### src/rtl/vr_vc_converter.sv
// Valid/ready to valid/credit transmitter: 2-entry skid FIFO, credit counter, one word per credit.
// Optional credit-overflow flag and send-without-credit assertion under VR_VC_CREDIT_CHECK_EN.
module vr_vc_converter #(
  parameter int DATA_WIDTH = 8,
  parameter int CREDIT_NUM = 2
) (
  input  logic                  clk,
  input  logic                  rst_n,
  input  logic [DATA_WIDTH-1:0] s_data_i,
  input  logic                  s_valid_i,
  output logic                  s_ready_o,
  output logic [DATA_WIDTH-1:0] m_data_o,
  output logic                  m_valid_o,
  input  logic                  m_credit_i
`ifdef VR_VC_CREDIT_CHECK_EN
  ,
  output logic                  credit_err_o
`endif
);

  localparam int CW = $clog2(CREDIT_NUM) + 1;
  localparam logic [CW-1:0] CREDIT_MAX = CW'(CREDIT_NUM);

  logic                  wr_ptr_reg;
  logic                  rd_ptr_reg;
  logic [1:0]            fill_reg;
  logic [1:0]            fill_next;
  logic [CW-1:0]         credit_cnt_reg;
  logic [CW-1:0]         credit_cnt_next;
  logic                  s_ready_reg;
  logic                  m_valid_reg;
  logic [DATA_WIDTH-1:0] m_data_reg;
  logic [DATA_WIDTH-1:0] head_data;
  logic                  push;
  logic                  send;
  logic                  credit_overflow;

  assign push = s_valid_i & s_ready_reg;
  assign send = (fill_reg != 2'd0) & (credit_cnt_reg != '0);
  assign credit_overflow = m_credit_i & ~send & (credit_cnt_reg == CREDIT_MAX);

  // Payload storage needs no reset; occupancy is tracked by fill_reg.
  genvar gi;
  generate
    for (gi = 0; gi < 2; gi++) begin : g_slot
      logic [DATA_WIDTH-1:0] entry_reg;
      always_ff @(posedge clk) begin
        if (push && (wr_ptr_reg == 1'(gi))) begin
          entry_reg <= s_data_i;
        end
      end
    end
  endgenerate

  assign head_data = rd_ptr_reg ? g_slot[1].entry_reg : g_slot[0].entry_reg;

  always_comb begin
    fill_next = fill_reg;
    if (push && !send) begin
      fill_next = fill_reg + 2'd1;
    end else if (!push && send) begin
      fill_next = fill_reg - 2'd1;
    end
  end

  // A credit returned while already full and idle is dropped (saturation).
  always_comb begin
    credit_cnt_next = credit_cnt_reg;
    if (m_credit_i && !send) begin
      if (!credit_overflow) begin
        credit_cnt_next = credit_cnt_reg + 1'b1;
      end
    end else if (!m_credit_i && send) begin
      credit_cnt_next = credit_cnt_reg - 1'b1;
    end
  end

  always_ff @(posedge clk or negedge rst_n) begin
    if (!rst_n) begin
      wr_ptr_reg     <= 1'b0;
      rd_ptr_reg     <= 1'b0;
      fill_reg       <= 2'd0;
      credit_cnt_reg <= '0;
      s_ready_reg    <= 1'b0;
      m_valid_reg    <= 1'b0;
      m_data_reg     <= '0;
    end else begin
      fill_reg       <= fill_next;
      credit_cnt_reg <= credit_cnt_next;
      s_ready_reg    <= (fill_next != 2'd2);
      m_valid_reg    <= send;
      if (push) begin
        wr_ptr_reg <= ~wr_ptr_reg;
      end
      if (send) begin
        rd_ptr_reg <= ~rd_ptr_reg;
        m_data_reg <= head_data;
      end
    end
  end

  assign s_ready_o = s_ready_reg;
  assign m_valid_o = m_valid_reg;
  assign m_data_o  = m_data_reg;

`ifdef VR_VC_CREDIT_CHECK_EN
  logic credit_err_reg;

  always_ff @(posedge clk or negedge rst_n) begin
    if (!rst_n) begin
      credit_err_reg <= 1'b0;
    end else if (credit_overflow) begin
      credit_err_reg <= 1'b1;
    end
  end

  assign credit_err_o = credit_err_reg;

  // A word must never leave without a credit in hand.
  send_has_credit: assert property (@(posedge clk) disable iff (!rst_n)
    send |-> (credit_cnt_reg != '0));
`endif

endmodule

### config.mk
export PLATFORM = sky130hd
export DESIGN_NAME = vr_vc_converter
export DESIGN_NICKNAME = d
export VERILOG_FILES = /design/src/rtl/vr_vc_converter.sv
export SDC_FILE = /design/constraint.sdc
export NUM_CORES = 1
export LEC_CHECK = 0
export BUFFER_PORTS_ARGS = -buffer_cell sky130_fd_sc_hd__buf_2
export CAP_MARGIN = 10
export CORE_ASPECT_RATIO = 1.75
export CORE_MARGIN = 2
export CORE_UTILIZATION = 53
export CTS_CLUSTER_SIZE = 12
export DETAILED_ROUTE_END_ITERATION = 16
export PLACE_DENSITY = 0.72
export SYNTH_ARGS = -nofsm -noshare
export SYNTH_HDL_FRONTEND = slang
export SYNTH_SLANG_ARGS = --single-unit
### constraint.sdc
create_clock -name clk -period 1.6 [get_ports clk]
set_clock_uncertainty 0.05 [all_clocks]
set_input_delay 0.24 -clock clk [delete_from_list [all_inputs] [get_ports clk]]
set_output_delay 0.24 -clock clk [all_outputs]
set_load 0.01 [all_outputs]
# ---- After elaboration in Yosys (flattened, before gate mapping)
# Cells that the tools add are included.
dict set report op_classes {
  n_addsub 4
  multipliers 0
  div 0
  n_lt_le_gt_ge 0
  n_eq_ne 3
  n_shift 0
  n_mux 6
  n_bitwise 7
  n_reduce_logical 13
}
# cell n
set ops {}
lappend ops {{two-way mux 2 bit} 5}
lappend ops {{two-way mux 8 bit} 1}
lappend ops {{logical AND 1 bit} 6}
lappend ops {{nonzero test 2 bit} 3}
lappend ops {{adder 2 x 1 -> 2 bit, second input constant} 2}
lappend ops {{AND 1 bit} 4}
lappend ops {{!= test 2 bit, second input constant} 2}
lappend ops {{subtractor 2 x 1 -> 2 bit, second input constant} 2}
lappend ops {{zero test 1 bit} 3}
lappend ops {{NOT 1 bit} 3}
lappend ops {{equality test 2 bit, second input constant} 1}
lappend ops {{AND reduction 2 bit} 1}
dict set report totals {
  ff_bits 32
  latchBits 0
  ramBits 0
  rom_bits 0
  out_inout_bits 10
  wordCells 42
  n_memories 0
}

# ---- Longest topological paths before layout
# Gate-level depths: netlist of the first run.
dict set report logic_depth {
  word_depth 7
  ltp_mapped 6
}

# ---- Worst setup path after synthesis of the first run
# Ideal clock, no wire load.
dict set report synth_timing {
  kind {reg-to-reg}
  startpoint {reg fill_reg[0]}
  endpoint {reg s_ready_reg, in the netlist s_ready_o}
  setup_time_ps 132
  arrival_time_ps 1260
  path_slack_ps 158
  stages_incl_launch_ff 7
  n_path_buf 0
  period_less_slack_ps 1442
  cell_sequence {dfrtp_1 > inv_1 > ha_1 > o21bai_4 > inv_2 > mux2i_1 > a22oi_1}
}
dict set report synth_between {
  elab_chain_len 6
}
# element line
set synth_lines {}
lappend synth_lines {{start: declaration} 26} ;# logic [1:0] fill_reg;
lappend synth_lines {{start signal: assignment} 88} ;# fill_reg <= fill_next;
lappend synth_lines {{nonzero test 2 bit *} 39} ;# assign send = (fill_reg != 2'd0) & (credit_cnt_reg != '0);
lappend synth_lines {{AND 1 bit *} 39}
lappend synth_lines {{via send} 35} ;# logic send;
lappend synth_lines {{logical AND 1 bit / zero test 1 bit (equally long branches)} {61, 59}}
lappend synth_lines {{two-way mux 2 bit / logical AND 1 bit (equally long branches)} {61, 59}}
lappend synth_lines {{two-way mux 2 bit *} 59} ;# if (push && !send) begin
lappend synth_lines {{!= test 2 bit *} 90} ;# s_ready_reg <= (fill_next != 2'd2);
lappend synth_lines {{end signal: assignment} 90}
lappend synth_lines {{end: declaration} 30} ;# logic s_ready_reg;
# The timed path passes the listed nets; every way through them passes the cells marked *.
# A chain may end at the register's enable or synchronous reset.

# ---- Worst setup path in the final report of the first run
# Ends and elaborated chain as after synthesis.

==> impl_metrics.tcl, run 1 <==
set metrics [dict create \
    holdWs_ns 0.0983 \
    yosys_warnings 0 \
    cts_buffers 5 \
    min_period_ns 1.50 \
    core.rowCount 23 \
    synth_edf_count 16 \
    whs_path_depth 1 \
    gr-max-usage-layer "met2" \
    p_leak_nw 0.665 \
    critPathArrivalTime_ns 1.60 \
    synth_flop_cell "edfxtp_1" \
    overflow 0 \
    fp.coreArea_mm2 0.00224 \
    drive_gt1_share_pct 29.1 \
    max_clock_freq_mhz 668 \
    clock_latency_ns 0.28 \
    setup_tns_ns 0 \
    hold_viol 0 \
    place.port_buffers 21 \
    grt_max_degree 18 \
    syn-cell-area_mm2 0.00124 \
    yosys.area_share.simple_pct 5.53 \
    path_max_fanout 4 \
    slew_violations 0 \
    yosysUniqueCellTypes 22 \
    grt_pass1_wl_um 2950 \
    status "completed" \
    place_congestion 0.617 \
    synth_area_per_cell_um2 14.5 \
    yosys.area.top_type "edfxtp_1" \
    start_util_pct 55.5 \
    cts_tree "built" \
    track_usage_pct 17.0 \
    grt_pass1_vias 739 \
    path_clk_slew_ns 0.07 \
    worstPathRequired_ns 1.71 \
    syn_inst 86 \
    worstSetupEndpointType "flip-flop" \
    muxShareOfSynthArea_pct 8.04 \
    utilization_pct 66.1 \
    die_h_um 68.1 \
    synth_fa_ha_area_share_pct 1.01 \
    synth_commonest_cells "16 x dfrtp_1, 16 x edfxtp_1, 10 x mux2i_1, 9 x nand2_1, 9 x o21ai_0" \
    largest_reg_flops 16 \
    seq_area_um2 881 \
    tightestPinTransition_ns 0.449 \
    remaining_drc_errors 0 \
    power.total_w 0.00302 \
    grtUsageMet2_pct 28.6 \
    die_w_um 40.6 \
    r2r_cells 6 \
    cts-root-buf "clkbuf_8" \
    cellPowerDensity_mw_per_mm2 2030 \
    detail_route.vias_per_cell 5.26 \
    cap_viol_max_count 0 \
    ys_seq_area_share_pct 70.8 \
    drtIter0Drc 9 \
    wl_per_cell_um 12.9 \
    slew_headroom_pct 70.1 \
    grt_use_met3_pct 7.79 \
    synth-async-reset-ratio_pct 50.0 \
    wl_um 1830 \
    die-area_mm2 0.00277 \
    area_delta_synth_final_pct 19.2 \
    synth_nets 99 \
    grt_setup_unrepaired "false" \
    hold_path_class "in -> reg" \
    htreeDepth 2 \
    io_pins 22 \
    critPathKind "reg -> reg" \
    worst_setup_path_start_kind "flip-flop" \
    synth_top_family_by_area "compound AO/OA/AOI/OAI gates" \
    diodes 0 \
    finalWorstSetupSlack_ns 0.104 \
    dpl.hpwl_um 1410 \
    nFillCells 174 \
    cts_sinks 32 \
    finalSetupViolCount 0 \
    ant_nets 0 \
    ir_drop_v 0.00113 \
    yosys.area.top_type_share_pct 38.6 \
    cts_resized 0 \
    multi_input_area_um2 337 \
    clock_path_buffers 2 \
    synth-compound-area-share_pct 8.34 \
    grtUsageMet1_pct 15.5 \
    synthXorXnorAreaFrac_pct 4.12 \
    fin_nets 129 \
    synth_seq_cells 32 \
    firstDrtPassIters 4 \
    synthTopCellsByArea "edfxtp_1 39%, dfrtp_1 32%, mux2i_1 8.0%, o21ai_0 3.6%, nand2_1 2.7%" \
    place_ws_ns 0.118 \
    period_share_pct 93.5 \
    antenna_found_initial 0 \
    vias 747 \
]
[final timing paths]
kind / startpoint / endpoint / slack (ns)
max in group asynchronous: rst_n / credit_cnt_reg[1] / 0.89
worst max register to register: fill_reg[0] / s_ready_o / 0.10
worst min register to register: m_data_o[0] / m_data_o[0] / 0.43
worst max-delay path: fill_reg[0] / s_ready_o / 0.10
worst min-delay path: s_data_i[6] / g_slot[0].entry_reg[6] / 0.1
min in group asynchronous: rst_n / s_ready_o / 0.34
[power breakdown]
part           switching [W]  internal [W]  leakage, nW  total (W)
registers           0.000198       0.00118        0.340    0.00138
logic               0.000553      0.000517        0.280    0.00107
clock network       0.000274      0.000294       0.0453   0.000568
[repair_timing]
| item | 4_1_cts | 5_1_grt |
|---|---|---|
| buffers inserted | 0 | 0 |
| endpoints found under the hold margin | 16 | 0 |
| hold buffers | 1 | 0 |
[stage by stage]
| step | cell area, um2 | instances |
|---|---|---|
| 3_5_place_dp | 1390 | 133 |
| 3_3_place_gp | 1390 | 133 |
| 4_1_cts | 1480 | 142 |
| 5_1_grt | 1480 | 142 |
| 2_1_floorplan | 1240 | 86 |
| 6_report | 1480 | 142 |
[cell families after synthesis]
group / after synthesis
AO/OA/AOI/OAI: 16
buffers and inverters: 6
flip-flops: 32
XOR/XNOR: 5
multiplexers: 10
adder cells (fa/ha/maj): 1
AND/OR/NAND/NOR: 16
[critical path, stage by stage, from the launching register on]
cell      delay, ns
dfrtp_1        0.40
inv_1          0.06
ha_1           0.21
o21bai_4       0.20
inv_2          0.07
mux2i_1        0.26
a22oi_1        0.13
[placed cells by master, fill, tap and decap left out, drive strengths merged, types with 4 or more instances in the layout]
cell / instances
buf: 24
dfrtp: 16
edfxtp: 16
mux2i: 10
nand2: 9
o21ai: 9
clkbuf: 5
nor2: 4
inv: 4
xnor2: 4
[cell type report]
type | instances | area share [%]
inverters | 4 | 1.01
well taps | 25 | 2.11
clock buffers | 5 | 4.64
multi-input cells | 48 | 22.7
repair buffers | 25 | 9.27
clock inverters | 3 | 0.927
flip-flops and latches | 32 | 59.4
[metal layers]
layer / part of all wire [%] / wire (um)
met1: 36 / 668
met2: 56 / 1030
met3: 5.7 / 105
met4: 1.7 / 31
met5: 0 / 0
(Power assumes the default switching activity.)
==> run 2: changes to the inputs <==
--- a/config.mk
+++ b/config.mk
@@ -7,7 +7,6 @@
 export LEC_CHECK = 0
 export BUFFER_PORTS_ARGS = -buffer_cell sky130_fd_sc_hd__buf_2
 export CAP_MARGIN = 10
-export CORE_ASPECT_RATIO = 1.75
 export CORE_MARGIN = 2
 export CORE_UTILIZATION = 53
 export CTS_CLUSTER_SIZE = 12
==> impl_metrics.tcl, run 2 (synthesis gave the netlist of run 1 again) <==
set metrics [dict create \
    status "completed" \
    slew_headroom_pct 66.2 \
    final_cell_mix "21 x buf_2, 16 x dfrtp_1, 16 x edfxtp_1" \
    core.rowCount 17 \
    worst_setup_path_start_kind "flip-flop" \
    clock_latency_ns 0.33 \
    die_w_um 52.5 \
    cts_tree "built" \
    start_util_pct 56.3 \
    diodes 0 \
    final_common_cell "buf_2" \
    min_period_ns 1.43 \
    nFillCells 166 \
    vias 742 \
    fin_nets 129 \
    firstDrtPassIters 4 \
    worstSetupEndpointType "flip-flop" \
    utilization_pct 67.0 \
    setup_tns_ns 0 \
    detail_route.vias_per_cell 5.12 \
    die-area_mm2 0.00275 \
    grt_setup_unrepaired "false" \
    slew_violations 0 \
    hold_path_class "in -> reg" \
    cap_viol_max_count 0 \
    cts_sinks 32 \
    cts-root-buf "clkbuf_4" \
    ant_nets 0 \
    critPathKind "reg -> reg" \
    antenna_found_initial 0 \
    drtIter0Drc 15 \
    p_leak_nw 0.662 \
    wl_per_cell_um 13.7 \
    path_max_fanout 4 \
    die_h_um 52.5 \
    ir_drop_v 0.00174 \
    grt_pass1_vias 734 \
    wl_um 1990 \
    grt_max_degree 18 \
    cts_resized 0 \
    remaining_drc_errors 0 \
    htreeDepth 2 \
    period_share_pct 89.6 \
    cellPowerDensity_mw_per_mm2 2060 \
    clock_path_buffers 2 \
    multi_input_area_um2 337 \
    finalSetupViolCount 0 \
    place.port_buffers 21 \
    place_congestion 0.786 \
    overflow 0 \
    grt_pass1_wl_um 3310 \
    worstPathRequired_ns 1.76 \
    fp.coreArea_mm2 0.00221 \
    drive_gt1_share_pct 29.1 \
    largest_reg_flops 16 \
    dpl.hpwl_um 1410 \
    area_delta_synth_final_pct 19.0 \
    cts_buffers 5 \
    track_usage_pct 18.3 \
    io_pins 22 \
    seq_area_um2 881 \
    hold_viol 0 \
    tightestPinTransition_ns 0.507 \
    power.total_w 0.00306 \
    critPathArrivalTime_ns 1.59 \
    max_clock_freq_mhz 697 \
    path_clk_slew_ns 0.10 \
]
run 2: worst max-delay path: stages, from the launching register on:
cell and delay [ns]:
dfrtp_1 0.41, inv_1 0.06, ha_1 0.21, o21bai_4 0.19, inv_2 0.07, mux2i_1 0.23
a22oi_1 0.11
run 2: final timing paths:
path	slack (ns)	cells past startpoint	start	to
setup reg to reg	0.17	6	fill_reg[0]	s_ready_o
hold / removal	0.04	1	s_data_i[2]	g_slot[0].entry_reg[2]
max in group asynchronous	0.92	2	rst_n	m_data_o[6]
hold reg to reg	0.44	2	m_data_o[2]	m_data_o[2]
min in group asynchronous	0.30	2	rst_n	wr_ptr_reg
setup / recovery	0.17	6	fill_reg[0]	s_ready_o
run 2: final cells by class:
type / instances / area share (%)
Sequential cell: 32 / 59.5
Multi-Input combinational cell: 48 / 22.7
Timing Repair Buffer: 25 / 9.29
Clock buffer: 6 / 2.79
Clock inverter: 2 / 2.36
Tap cell: 28 / 2.36
Inverter: 4 / 1.01
run 2: report_power, final:
| part | switching [W] | total, W | internal (W) | leakage [nW] |
|---|---|---|---|---|
| Clock | 0.000259 | 0.000587 | 0.000327 | 0.0422 |
| Combinational | 0.000557 | 0.00108 | 0.000521 | 0.280 |
| Sequential | 0.000214 | 0.00139 | 0.00118 | 0.340 |
| Total | 0.00103 | 0.00306 | 0.00203 | 0.662 |
run 2: per-stage QoR:
step | hold slack (ns) | instances | instance area, um2 | setup slack (ns)
after floorplan | -0.106 | 86 | 1240 | 0.158
after global placement | 0.125 | 136 | 1400 | 0.231
after detailed placement | 0.131 | 136 | 1400 | 0.172
after CTS | 0.0267 | 145 | 1480 | 0.156
after global routing | 0.0243 | 145 | 1480 | 0.0759
final | 0.0402 | 145 | 1480 | 0.166
run 2: metal layers:
metal	part of all wire (%)	GRT usage (%)	vias up	routed length, um
li1	-	-	365	-
met1	40	18.8	352	803
met2	53	31.5	19	1050
met3	5.0	6.29	6	100
met4	1.8	11.5	0	35
met5	0	0	-	0
run 2: timing repair:
action / 4_1_cts / 5_1_grt
hold buffers: 1 / 0
buffers inserted: 0 / 0
endpoints found under the hold margin: 16 / 0
==> run 3: changes to the inputs <==
--- a/config.mk
+++ b/config.mk
@@ -6,9 +6,11 @@
 export NUM_CORES = 1
 export LEC_CHECK = 0
 export BUFFER_PORTS_ARGS = -buffer_cell sky130_fd_sc_hd__buf_2
-export CAP_MARGIN = 10
+export CAP_MARGIN = 20
+export CELL_PAD_IN_SITES_DETAIL_PLACEMENT = 1
+export CELL_PAD_IN_SITES_GLOBAL_PLACEMENT = 2
 export CORE_MARGIN = 2
-export CORE_UTILIZATION = 53
+export CORE_UTILIZATION = 37
 export CTS_CLUSTER_SIZE = 12
 export DETAILED_ROUTE_END_ITERATION = 16
 export PLACE_DENSITY = 0.72
==> impl_metrics.tcl, run 3 (synthesis gave the netlist of run 1 again) <==
set metrics [dict create \
    detail_route.vias_per_cell 4.50 \
    pwr-share-comb_pct 37.5 \
    place.port_buffers 21 \
    place_congestion 0.646 \
    period_share_pct 92.9 \
    cts_sinks 32 \
    place_ws_ns 0.112 \
    drtIter0Drc 9 \
    critPathKind "reg -> reg" \
    ant_nets 0 \
    remaining_drc_errors 0 \
    min_period_ns 1.49 \
    dpl-instance-area_mm2 0.00142 \
    worstSetupEndpointType "flip-flop" \
    cap_viol_max_count 0 \
    tightestPinTransition_ns 0.503 \
    largest_reg_flops 16 \
    hold_path_class "in -> reg" \
    drive_gt1_share_pct 28.2 \
    path_max_fanout 9 \
    start_util_pct 37.9 \
    setup_tns_ns 0 \
    diodes 0 \
    holdWs_ns 0.0604 \
    p_int_w 0.00187 \
    cts-root-buf "clkbuf_4" \
    finalSetupViolCount 0 \
    max_clock_freq_mhz 673 \
    slew_headroom_pct 66.4 \
    cts_buffers 5 \
    status "completed" \
    p_sw_w 0.00102 \
    overflow 0 \
    fin_nets 129 \
    fp.coreArea_mm2 0.00328 \
    swShare_pct 35.3 \
    finalWorstSetupSlack_ns 0.114 \
    worst_setup_path_start_kind "flip-flop" \
    path_clk_slew_ns 0.09 \
    final_cell_mix "21 x buf_2, 16 x dfrtp_1, 16 x edfxtp_1" \
    cellPowerDensity_mw_per_mm2 1960 \
    cts_tree "built" \
    clock_path_buffers 2 \
    nFillCells 362 \
    die_w_um 62.0 \
    p_leak_nw 0.649 \
    grt_max_degree 17 \
    final_common_cell "buf_2" \
    worstPathRequired_ns 1.74 \
    final_area_mm2 0.00148 \
    wl_um 2130 \
    io_pins 22 \
    grt_pass1_wl_um 3420 \
    grt_setup_unrepaired "false" \
    pwr-share-seq_pct 48.2 \
    cts_resized 0 \
    antenna_found_initial 0 \
    core.rowCount 21 \
    p_clk_share_pct 14.3 \
    firstDrtPassIters 3 \
    dpl.hpwl_um 1530 \
    wl_per_cell_um 13.1 \
    hold_buffers 1 \
    die_h_um 62.0 \
    vias 733 \
    area_delta_synth_final_pct 18.7 \
    htreeDepth 2 \
    clock_latency_ns 0.31 \
    die-area_mm2 0.00384 \
    post_cts_buffers 0 \
    track_usage_pct 13.4 \
    hold_viol 0 \
    critPathArrivalTime_ns 1.63 \
    slew_violations 0 \
    grt_pass1_vias 731 \
    ir_drop_v 0.000667 \
]
==> run 3: cell count changes in the layout (fill, tap and decap cells not counted), sizes merged <==
cell,previous run,this run
bufinv,1,0
clkbuf,6,7
==> run 3: worst paths after layout <==
kind | from | end | slack (ns) | cells past startpoint
worst min register to register | m_data_o[5] | m_data_o[5] | 0.44 | 2
max in group asynchronous | rst_n | rd_ptr_reg | 0.91 | 2
worst max register to register | fill_reg[0] | s_ready_o | 0.11 | 6
min in group asynchronous | rst_n | m_data_o[4] | 0.32 | 2
worst max-delay path | fill_reg[0] | s_ready_o | 0.11 | 6
worst min-delay path | s_data_i[5] | g_slot[1].entry_reg[5] | 0.06 | 1
==> run 3: area by class of cell <==
cell class              count  area (um2)  area share [%]
clock buffers               7        45.0            3.05
clock inverters             1        5.00           0.339
inverters                   4        15.0            1.02
multi-input cells          48         337            22.8
flip-flops and latches     32         881            59.6
well taps                  46        57.6            3.89
repair buffers             25         138            9.31
==> run 3: power by group through the flow <==
stage | clock network [W] | registers [W] | logic, W
final | 0.000413 | 0.00139 | 0.00108
after global routing | 0.000489 | 0.00143 | 0.00125
after CTS | 0.000444 | 0.00140 | 0.00112
after detailed placement | 0 | 0.00142 | 0.00111
after global placement | 0 | 0.00140 | 0.00107
after floorplan | 0 | 0.00139 | 0.000764
==> run 3: worst max-delay path, stage by stage (launching register included) <==
cell and delay, ns:
dfrtp_1 0.41, inv_1 0.06, ha_1 0.20, o21bai_4 0.22
inv_2 0.08, mux2i_1 0.22, a22oi_1 0.11
==> run 3: per-layer routing <==
metal  part of all wire, %  routed length, um  up-vias  GRT usage [%]
met4                   1.7                 36        0           8.21
met2                    57               1210       15           22.8
li1                      -                  -      364              -
met5                     0                  0        -              0
met3                   3.8                 80        5           4.35
met1                    38                799      349           14.2
==> run 3: per-stage QoR <==
| step | total power (W) | util [%] | std cells |
|---|---|---|---|
| 5_1_grt | 0.00317 | 45.0 | 163 |
| 6_report | 0.00289 | 45.0 | 163 |
| 4_1_cts | 0.00296 | 45.0 | 163 |
| 3_5_place_dp | 0.00253 | 43.2 | 154 |
| 3_3_place_gp | 0.00248 | 43.2 | 154 |
| 2_1_floorplan | 0.00215 | - | 86 |
